--- src/rtl/swervolf_axi2mem.sv ---
// Bridge from the core's 64-bit AXI4 RAM port to a single-port req/gnt word memory.
// Bursts are serialised one beat at a time with a single AXI transaction in flight.
module swervolf_axi2mem #(
    parameter int unsigned ID_WIDTH   = 6,
    parameter int unsigned ADDR_WIDTH = 32
) (
    input  logic                  clk,
    input  logic                  rst_n,
    // Write address channel
    input  logic [ID_WIDTH-1:0]   i_awid,
    input  logic [ADDR_WIDTH-1:0] i_awaddr,
    input  logic [7:0]            i_awlen,
    input  logic [1:0]            i_awburst,
    input  logic                  i_awvalid,
    output logic                  o_awready,
    // Write data channel
    input  logic [63:0]           i_wdata,
    input  logic [7:0]            i_wstrb,
    input  logic                  i_wlast,
    input  logic                  i_wvalid,
    output logic                  o_wready,
    // Write response channel
    output logic [ID_WIDTH-1:0]   o_bid,
    output logic [1:0]            o_bresp,
    output logic                  o_bvalid,
    input  logic                  i_bready,
    // Read address channel
    input  logic [ID_WIDTH-1:0]   i_arid,
    input  logic [ADDR_WIDTH-1:0] i_araddr,
    input  logic [7:0]            i_arlen,
    input  logic [1:0]            i_arburst,
    input  logic                  i_arvalid,
    output logic                  o_arready,
    // Read data channel
    output logic [ID_WIDTH-1:0]   o_rid,
    output logic [63:0]           o_rdata,
    output logic [1:0]            o_rresp,
    output logic                  o_rlast,
    output logic                  o_rvalid,
    input  logic                  i_rready,
    // Native memory port
    output logic                  o_mem_req,
    output logic                  o_mem_we,
    output logic [ADDR_WIDTH-4:0] o_mem_addr,
    output logic [63:0]           o_mem_wdata,
    output logic [7:0]            o_mem_be,
    input  logic                  i_mem_gnt,
    input  logic                  i_mem_rvalid,
    input  logic [63:0]           i_mem_rdata
);

    localparam int unsigned WordAw = ADDR_WIDTH - 3;

    typedef enum logic [2:0] {
        StIdle,
        StWrData,
        StWrResp,
        StRdReq,
        StRdWait,
        StRdData
    } state_e;

    state_e              state_q, state_d;
    logic                wr_prio_q, wr_prio_d;
    logic [ID_WIDTH-1:0] id_q, id_d;
    logic [WordAw-1:0]   addr_q, addr_d;
    logic [7:0]          len_q, len_d;
    logic [7:0]          cnt_q, cnt_d;
    logic [1:0]          burst_q, burst_d;
    logic                err_q, err_d;
    logic [63:0]         rdata_q, rdata_d;

    logic                beat_last;
    logic [WordAw-1:0]   addr_next;
    logic                unused_addr_lsb;

    // Byte offset within the 64-bit word carries no information for the memory.
    assign unused_addr_lsb = ^{i_awaddr[2:0], i_araddr[2:0]};

    assign beat_last = (cnt_q == len_q);
    // FIXED holds the address; INCR, WRAP and the reserved encoding all step one word.
    assign addr_next = (burst_q == 2'b00) ? addr_q : addr_q + WordAw'(1);

    assign o_bid      = id_q;
    assign o_rid      = id_q;
    assign o_bresp    = err_q ? 2'b10 : 2'b00;
    assign o_rresp    = 2'b00;
    assign o_rdata    = rdata_q;
    assign o_mem_addr = addr_q;

    always_comb begin
        state_d     = state_q;
        wr_prio_d   = wr_prio_q;
        id_d        = id_q;
        addr_d      = addr_q;
        len_d       = len_q;
        cnt_d       = cnt_q;
        burst_d     = burst_q;
        err_d       = err_q;
        rdata_d     = rdata_q;

        o_awready   = 1'b0;
        o_arready   = 1'b0;
        o_wready    = 1'b0;
        o_bvalid    = 1'b0;
        o_rvalid    = 1'b0;
        o_rlast     = 1'b0;
        o_mem_req   = 1'b0;
        o_mem_we    = 1'b0;
        o_mem_wdata = 64'd0;
        o_mem_be    = 8'd0;

        unique case (state_q)
            StIdle: begin
                o_awready = i_awvalid & (~i_arvalid | wr_prio_q);
                o_arready = i_arvalid & (~i_awvalid | ~wr_prio_q);
                // Priority only flips when both channels competed this cycle.
                if (i_awvalid && i_arvalid) begin
                    wr_prio_d = ~wr_prio_q;
                end
                if (o_awready) begin
                    id_d    = i_awid;
                    addr_d  = i_awaddr[ADDR_WIDTH-1:3];
                    len_d   = i_awlen;
                    burst_d = i_awburst;
                    cnt_d   = 8'd0;
                    err_d   = 1'b0;
                    state_d = StWrData;
                end else if (o_arready) begin
                    id_d    = i_arid;
                    addr_d  = i_araddr[ADDR_WIDTH-1:3];
                    len_d   = i_arlen;
                    burst_d = i_arburst;
                    cnt_d   = 8'd0;
                    state_d = StRdReq;
                end
            end

            StWrData: begin
                o_mem_req   = i_wvalid;
                o_mem_we    = 1'b1;
                o_mem_be    = i_wstrb;
                o_mem_wdata = i_wdata;
                o_wready    = i_mem_gnt;
                if (i_wvalid && i_mem_gnt) begin
                    addr_d = addr_next;
                    cnt_d  = cnt_q + 8'd1;
                    if (i_wlast != beat_last) begin
                        err_d = 1'b1;
                    end
                    // Whichever of wlast or the beat count comes first closes the burst.
                    if (i_wlast || beat_last) begin
                        state_d = StWrResp;
                    end
                end
            end

            StWrResp: begin
                o_bvalid = 1'b1;
                if (i_bready) begin
                    err_d   = 1'b0;
                    state_d = StIdle;
                end
            end

            StRdReq: begin
                o_mem_req = 1'b1;
                if (i_mem_gnt) begin
                    state_d = StRdWait;
                end
            end

            StRdWait: begin
                if (i_mem_rvalid) begin
                    rdata_d = i_mem_rdata;
                    state_d = StRdData;
                end
            end

            StRdData: begin
                o_rvalid = 1'b1;
                o_rlast  = beat_last;
                if (i_rready) begin
                    if (beat_last) begin
                        state_d = StIdle;
                    end else begin
                        addr_d  = addr_next;
                        cnt_d   = cnt_q + 8'd1;
                        state_d = StRdReq;
                    end
                end
            end

            default: state_d = StIdle;
        endcase
    end

    always_ff @(posedge clk or negedge rst_n) begin
        if (!rst_n) begin
            state_q   <= StIdle;
            wr_prio_q <= 1'b0;
            id_q      <= '0;
            addr_q    <= '0;
            len_q     <= 8'd0;
            cnt_q     <= 8'd0;
            burst_q   <= 2'b00;
            err_q     <= 1'b0;
            rdata_q   <= 64'd0;
        end else begin
            state_q   <= state_d;
            wr_prio_q <= wr_prio_d;
            id_q      <= id_d;
            addr_q    <= addr_d;
            len_q     <= len_d;
            cnt_q     <= cnt_d;
            burst_q   <= burst_d;
            err_q     <= err_d;
            rdata_q   <= rdata_d;
        end
    end

`ifndef SYNTHESIS
    a_one_accept: assert property (@(posedge clk) disable iff (!rst_n)
        !(o_awready && o_arready));
    a_req_states: assert property (@(posedge clk) disable iff (!rst_n)
        o_mem_req |-> (state_q == StWrData || state_q == StRdReq));
`endif

endmodule

--- config.mk ---
export PLATFORM = sky130hd
export DESIGN_NAME = swervolf_axi2mem
export DESIGN_NICKNAME = d
export VERILOG_FILES = /design/src/rtl/swervolf_axi2mem.sv
export SDC_FILE = /design/constraint.sdc
export NUM_CORES = 1
export LEC_CHECK = 0
export CORE_AREA = 8 8 162 164
export CTS_BUF_LIST = sky130_fd_sc_hd__clkbuf_2
export DETAILED_ROUTE_END_ITERATION = 6
export DIE_AREA = 0 0 170 172
export PLACE_DENSITY = 0.78
export SETUP_SLACK_MARGIN = 0.15
export SKIP_LAST_GASP = 1
export SLEW_MARGIN = 40
export SYNTH_ARGS = -nofsm -noshare
export SYNTH_HDL_FRONTEND = slang
export SYNTH_SLANG_ARGS = --single-unit
--- constraint.sdc ---
create_clock -name clk -period 4.5 [get_ports clk]
set_clock_uncertainty 0.2 [all_clocks]
set_input_delay 1.35 -clock clk [delete_from_list [all_inputs] [get_ports clk]]
set_output_delay 1.35 -clock clk [all_outputs]
set_load 0.05 [all_outputs]
==> results of run 1 <==
[sequential cells by signal (all words and copies together), names as in the netlist]
signal / count
burst_q: 2
cnt_q: 8
err_q: 1
len_q: 8
o_bid: 6
o_mem_addr: 29
o_rdata: 64
state_q: 3
wr_prio_q: 1
[where the power goes]
group,total (W),switching [W],internal (W)
clock,0.000880,0.000495,0.000384
sequential,0.00202,0.000415,0.00161
combinational,0.00651,0.00404,0.00247
total,0.00941,0.00495,0.00446
[worst reg2reg max path, delay by kind of cell, from the launching register on]
family                 cells  cell delay (ns)
AOI/OAI and AO/OA          4             1.08
buffers and inverters      2             0.52
DFF                        1             0.43
and+or+nand+nor            2             0.59
[synthesized netlist by cell type (all sizes together), types with 3 or more instances]
cell / number / area [µm²]
nor3: 3 / 15.01
or3: 4 / 25.02
a22o: 4 / 35.03
nand2: 58 / 217.7
o31ai: 9 / 67.56
o2bb2ai: 3 / 26.28
o22ai: 10 / 62.56
xnor2: 15 / 131.4
a21oi: 50 / 250.2
or2: 5 / 31.28
nand4: 10 / 62.56
dfrtp: 122 / 3053
nor2b: 3 / 26.27
mux2: 80 / 900.9
nand2b: 3 / 18.77
inv: 10 / 37.54
and3: 77 / 481.7
mux2i: 32 / 320.3
nor4: 4 / 25.02
nor2: 17 / 63.81
clkbuf: 31 / 116.4
a211oi: 6 / 57.56
o21ai: 46 / 234.0
ha: 3 / 37.54
buf: 31 / 185.2
nand3: 13 / 65.06
a21boi: 3 / 22.52
[metrics by stage]
stage | hold WS, ns | power [W] | util (%) | setup slack (ns)
after floorplan | 0.2508 | 0.005943 | - | 0.4036
after global placement | 0.2673 | 0.008482 | 50.47 | 0.4871
after detailed placement | 0.2770 | 0.008583 | 50.47 | 0.4647
after CTS | 0.3186 | 0.009490 | 51.73 | 0.4404
after global routing | 0.3374 | 0.009878 | 51.78 | 0.3133
final | 0.3135 | 0.009405 | 51.79 | 0.4630
[cells by family after synthesis]
kind of cell / count (synthesis) / share of synthesized area [%]
XOR/XNOR: 15 / 1.952
AO/OA/AOI/OAI: 142 / 12.79
multiplexers: 112 / 18.14
buffers and inverters: 72 / 5.037
flip-flops: 122 / 45.35
other: 1 / 0.05571
adder cells (fa/ha/maj): 3 / 0.5577
AND/OR/NAND/NOR: 204 / 16.12
[area by class of cell]
type / count / share of cell area (%)
clock inverter: 14 / 1.714
sequential: 122 / 24.75
multi-input combinational: 479 / 27.50
antenna: 1 / 0.02029
timing repair buffer: 438 / 41.70
inverter: 10 / 0.3043
tap: 324 / 3.286
clock buffer: 18 / 0.7303
[metal layers]
layer / vias up / wire length (µm) / track usage [%] / part of all wire, %
li1: 3208 / - / - / -
met1: 3316 / 11250 / 21.73 / 37
met2: 349 / 14900 / 33.97 / 50
met3: 32 / 3169 / 8.128 / 11
met4: 2 / 697 / 5.950 / 2.3
met5: - / 13 / 0 / 0.043
[how the worst min path moves through the flow]
stage               slack (ns)                       to  cells after the start                   start
floorplan                 0.25   burst_q[1]$_DFFE_PN0P_                      2  burst_q[1]$_DFFE_PN0P_
global placement          0.27   burst_q[1]$_DFFE_PN0P_                      2  burst_q[1]$_DFFE_PN0P_
detailed placement        0.28   burst_q[0]$_DFFE_PN0P_                      2  burst_q[0]$_DFFE_PN0P_
CTS                       0.32   burst_q[0]$_DFFE_PN0P_                      2  burst_q[0]$_DFFE_PN0P_
global route              0.34  o_rdata[20]$_DFFE_PN0P_                      1                   rst_n
finish                    0.31   burst_q[0]$_DFFE_PN0P_                      2  burst_q[0]$_DFFE_PN0P_
==> out/metrics.cfg, run 1 <==
[clock_tree]
clk_latency_ns=0.66
htreeDepth=4
cts_buffers=17
post-cts-setup-buffers=0
hold_buffers=0
clkTransAtPathRegs_ns=0.19
root_buffer=clkbuf_2
cts_tree=done
clockBufferDepth=2
clkSinkCount=122
cts-resized-gates=0

[setup_path]
r2r-end=o_mem_addr[27]$_DFFE_PN0P_
criticalPathCategory=in -> out
worst_ep_required_time_ns=2.95
cp_num_buf_inv=2
startpoint=i_awvalid
timing.reg2reg.setup_slack_ns=1.64
end_kind=primary output
slowest_delay_ns=0.64
r2r_start=state_q[0]$_DFFE_PN0P_
cpLargestDelayFamily=buffers and inverters
cp.arrival_ns=2.49
reg2reg_depth=8
crit_fanout=6
slowest_stage=clkdlybuf4s50_1
start_kind=input port
worstPathCellList=clkdlybuf4s50_1, o21ai_4, nor4_4, buf_12
endpoint=o_awready
cp.depth=4

[drt]
drt_iter0_drc=546
route.detailed.drc=0
drt-vias-per-instance=4.913
num_vias=6907
wl_um=30030
dr.pass1.iters=5
postRouteAntennaNets=0
wl_per_cell_um=21.36

[logic_synthesis]
netlist_area_um2=6731
yosysUniqueCellTypes=50
synth_flop_cell=dfrtp_1
synth_edf_count=0
syn_area_per_cell_um2=10.03
synthArstFlopShare_pct=100.0
yosysSeqAreaShare_pct=45.35
synth_cells=671
synth_seq_cells=122
ys_warn_count=0

[floorplanning]
die_x_um=170
die_y_um=172
io_pins=431
rows=57
core_area_um2=23820
die_area_um2=29240
initial_core_util_pct=28.26

[run_status]
outcome=completed

[timing]
tightest_slew_ns=0.6225
fmax_mhz=247.7
relSlewSlack_pct=58.50
drv_slew=0
fin_setup_tns_ns=0
period_minus_slack_ns=4.037
finalSetupViolCount=0
grt_setup_unrepaired=no
finalHoldViolCount=0
fin_crit_sh_pct=89.71

[placement]
gp_congestion=0.8906
placed_area_um2=12020
hpwl_um=24090
port_buffers=421
dpl.cell_count=1373

[cells_and_area]
syn2layout_area_growth_pct=83.25
drive_gt1_share_pct=20.81
multi_input_area_um2=3392
finalNonFillerCells=1406
final_nets=1313
layout_commonest_cell=clkdlybuf4s50_1
fin_area_um2=12340
seqCellArea_um2=3053
fillers=2149
mostFrequentLayoutCells=clkdlybuf4s50_1 (340), dfrtp_1 (122), mux2_2 (80), buf_12 (80), and3_1 (76)

[global_routing]
grt_max_degree=62
grt_antenna_before_repair=1
overflow=0
grt_pass1_wl_um=43780
grt_pass1_vias=7181
grtUsageTotal_pct=19.61

[pwr]
power_density_nw_per_um2=762.5
p_leak_nw=5.280
irDropWorstVdd_v=0.0004500

[min_path]
hold_path_class=reg -> reg

[job]
maxCapViolCount=0

No activity file was read; power rests on OpenSTA's default activity.
==> inputs of run 2 (changes only) <==
--- a/config.mk
+++ b/config.mk
@@ -10,7 +10,6 @@
 export DETAILED_ROUTE_END_ITERATION = 6
 export DIE_AREA = 0 0 170 172
 export PLACE_DENSITY = 0.78
-export SETUP_SLACK_MARGIN = 0.15
 export SKIP_LAST_GASP = 1
 export SLEW_MARGIN = 40
 export SYNTH_ARGS = -nofsm -noshare
==> run 2 against run 1 <==
Compared with the run above:
- critical path depth grew 1
- non-clock buffer count fell by 3
- setup slack lost 0.029 ns
==> out/metrics.cfg, run 2 (synthesis results as in run 1) <==
[run_status]
outcome=completed  ; unchanged

[setup_path]
criticalPathCategory=in -> out  ; unchanged
cp_num_buf_inv=3  ; was 2
cpLargestDelayFamily=buffers and inverters  ; unchanged
worst_ep_required_time_ns=2.95  ; about the same
crit_fanout=6  ; unchanged
worstPathCellList=clkdlybuf4s50_1, inv_1, o21ai_4, nor4_2, buf_4  ; was clkdlybuf4s50_1, o21ai_4, nor4_4, buf_12
slowest_delay_ns=0.59  ; was 0.64 ns
slowest_stage=clkdlybuf4s50_1  ; unchanged
start_kind=input port  ; unchanged
cp.arrival_ns=2.52  ; was 2.49 ns
end_kind=primary output  ; unchanged

[floorplanning]
initial_core_util_pct=28.26  ; unchanged
die_y_um=172  ; unchanged
rows=57  ; unchanged
die_area_um2=29240  ; unchanged
core_area_um2=23820  ; unchanged
die_x_um=170  ; unchanged
io_pins=431  ; unchanged

[clock_tree]
hold_buffers=0  ; unchanged
cts_tree=done  ; unchanged
clockBufferDepth=2  ; unchanged
clkTransAtPathRegs_ns=0.21  ; was 0.19 ns
clk_latency_ns=0.70  ; was 0.66 ns
cts_buffers=17  ; unchanged
cts-resized-gates=0  ; unchanged
root_buffer=clkbuf_2  ; unchanged
htreeDepth=4  ; unchanged
clkSinkCount=122  ; unchanged
post-cts-setup-buffers=0  ; unchanged

[drt]
wl_per_cell_um=21.13  ; was 21.36 µm
dr.pass1.iters=5  ; unchanged
postRouteAntennaNets=0  ; unchanged
drt-vias-per-instance=4.898  ; was 4.913
drt_iter0_drc=458  ; was 546
wl_um=29670  ; was 30030 µm
num_vias=6877  ; was 6907
route.detailed.drc=0  ; unchanged

[cells_and_area]
fillers=2131  ; was 2149
syn2layout_area_growth_pct=82.12  ; was 83.25%
mostFrequentLayoutCells=clkdlybuf4s50_1 (340), dfrtp_1 (122), mux2_2 (80), buf_12 (80), and3_1 (76)  ; unchanged
layout_commonest_cell=clkdlybuf4s50_1  ; unchanged
final_util_pct=51.47  ; was 51.79%
fin_area_um2=12260  ; was 12340 µm²
largest_reg_flops=64  ; unchanged
final_nets=1310  ; was 1313
drive_gt1_share_pct=20.59  ; was 20.81%

[pwr]
power_density_nw_per_um2=757.1  ; was 762.5 nW/µm²
p_leak_nw=5.249  ; was 5.280 nW
irDropWorstVdd_v=0.0005753  ; was 0.0004500 V

[timing]
whs_ns=0.3146  ; was 0.3135 ns
drv_slew=0  ; unchanged
fin_crit_sh_pct=90.37  ; was 89.71%
tightest_slew_ns=0.7307  ; was 0.6225 ns
relSlewSlack_pct=51.29  ; was 58.50%
finalSetupViolCount=0  ; unchanged
fin_setup_tns_ns=0  ; unchanged
finalHoldViolCount=0  ; unchanged
setup_ws_ns=0.4335  ; was 0.4630 ns
fmax_mhz=245.9  ; was 247.7 MHz
grt_setup_unrepaired=no  ; unchanged
period_minus_slack_ns=4.066  ; was 4.037 ns

[global_routing]
grt_pass1_vias=7226  ; was 7181
grt_max_degree=78  ; was 62
grt_pass1_wl_um=43050  ; was 43780 µm
grt_antenna_before_repair=2  ; was 1
grtUsageTotal_pct=19.33  ; was 19.61%
overflow=0  ; unchanged

[placement]
placed_area_um2=11990  ; was 12020 µm²
hpwl_um=23560  ; was 24090 µm
gp_congestion=0.9048  ; was 0.8906
port_buffers=421  ; unchanged
pre_cts_ws_ns=0.4377  ; was 0.4647 ns

[job]
maxCapViolCount=0  ; unchanged

[min_path]
hold_path_class=reg -> reg  ; unchanged

==> run 2: changes by cell type in the layout (fill, tap and decap cells not counted), sizes merged <==
cell and delta:
buf -3, clkinv -2, inv +5, bufinv -2, diode +1, clkbuf -1
==> run 2: through the flow <==
step	cells	power (W)
2_1_floorplan	673	0.005936
3_3_place_gp	1370	0.008430
3_5_place_dp	1370	0.008522
4_1_cts	1402	0.009363
5_1_grt	1404	0.009742
6_report	1404	0.009282
==> run 2: layout make-up <==
class / instances / area, µm² / share of cell area (%)
Timing Repair Buffer: 435 / 5117 / 41.74
Multi-Input combinational cell: 479 / 3379 / 27.57
Sequential cell: 122 / 3053 / 24.90
Tap cell: 324 / 405.4 / 3.307
Clock inverter: 15 / 176.4 / 1.439
Clock buffer: 17 / 85.08 / 0.6940
Inverter: 10 / 37.54 / 0.3062
Antenna cell: 2 / 5.005 / 0.04082
==> run 2: final timing paths <==
kind | endpoint | cells after the start | start | slack [ns]
setup / recovery | o_awready | 5 | i_arvalid | 0.43
hold / removal | burst_q[1]$_DFFE_PN0P_ | 2 | burst_q[1]$_DFFE_PN0P_ | 0.31
setup reg to reg | o_mem_addr[27]$_DFFE_PN0P_ | 8 | state_q[2]$_DFFE_PN0P_ | 1.49
hold reg to reg | burst_q[1]$_DFFE_PN0P_ | 2 | burst_q[1]$_DFFE_PN0P_ | 0.31
max in group asynchronous | o_rdata[58]$_DFFE_PN0P_ | 2 | rst_n | 2.78
min in group asynchronous | o_rdata[22]$_DFFE_PN0P_ | 1 | rst_n | 0.42
==> run 2: worst reg2reg max path: stages, from the launching register on <==
cell	delay, ns
dfrtp_1	0.61
nor2b_4	0.06
buf_4	0.33
a221o_1	0.43
or2_1	0.36
a211oi_4	0.25
buf_12	0.26
o21ai_0	0.21
a22o_1	0.26
==> run 2: metal layers <==
| layer | track usage, % | part of all wire, % | vias to the layer above |
|---|---|---|---|
| met4 | 6.560 | 2.2 | 0 |
| met1 | 20.76 | 37 | 3297 |
| met3 | 7.192 | 9.6 | 28 |
| met5 | 0 | 0 | - |
| li1 | - | - | 3202 |
| met2 | 34.61 | 51 | 350 |
==> run 2: where the power goes <==
| part | internal (W) | leakage, nW | total [W] | switching [W] |
|---|---|---|---|---|
| combinational | 0.00245 | 3.61 | 0.00647 | 0.00402 |
| clock | 0.000279 | 0.157 | 0.000798 | 0.000519 |
| sequential | 0.00161 | 1.48 | 0.00201 | 0.000407 |
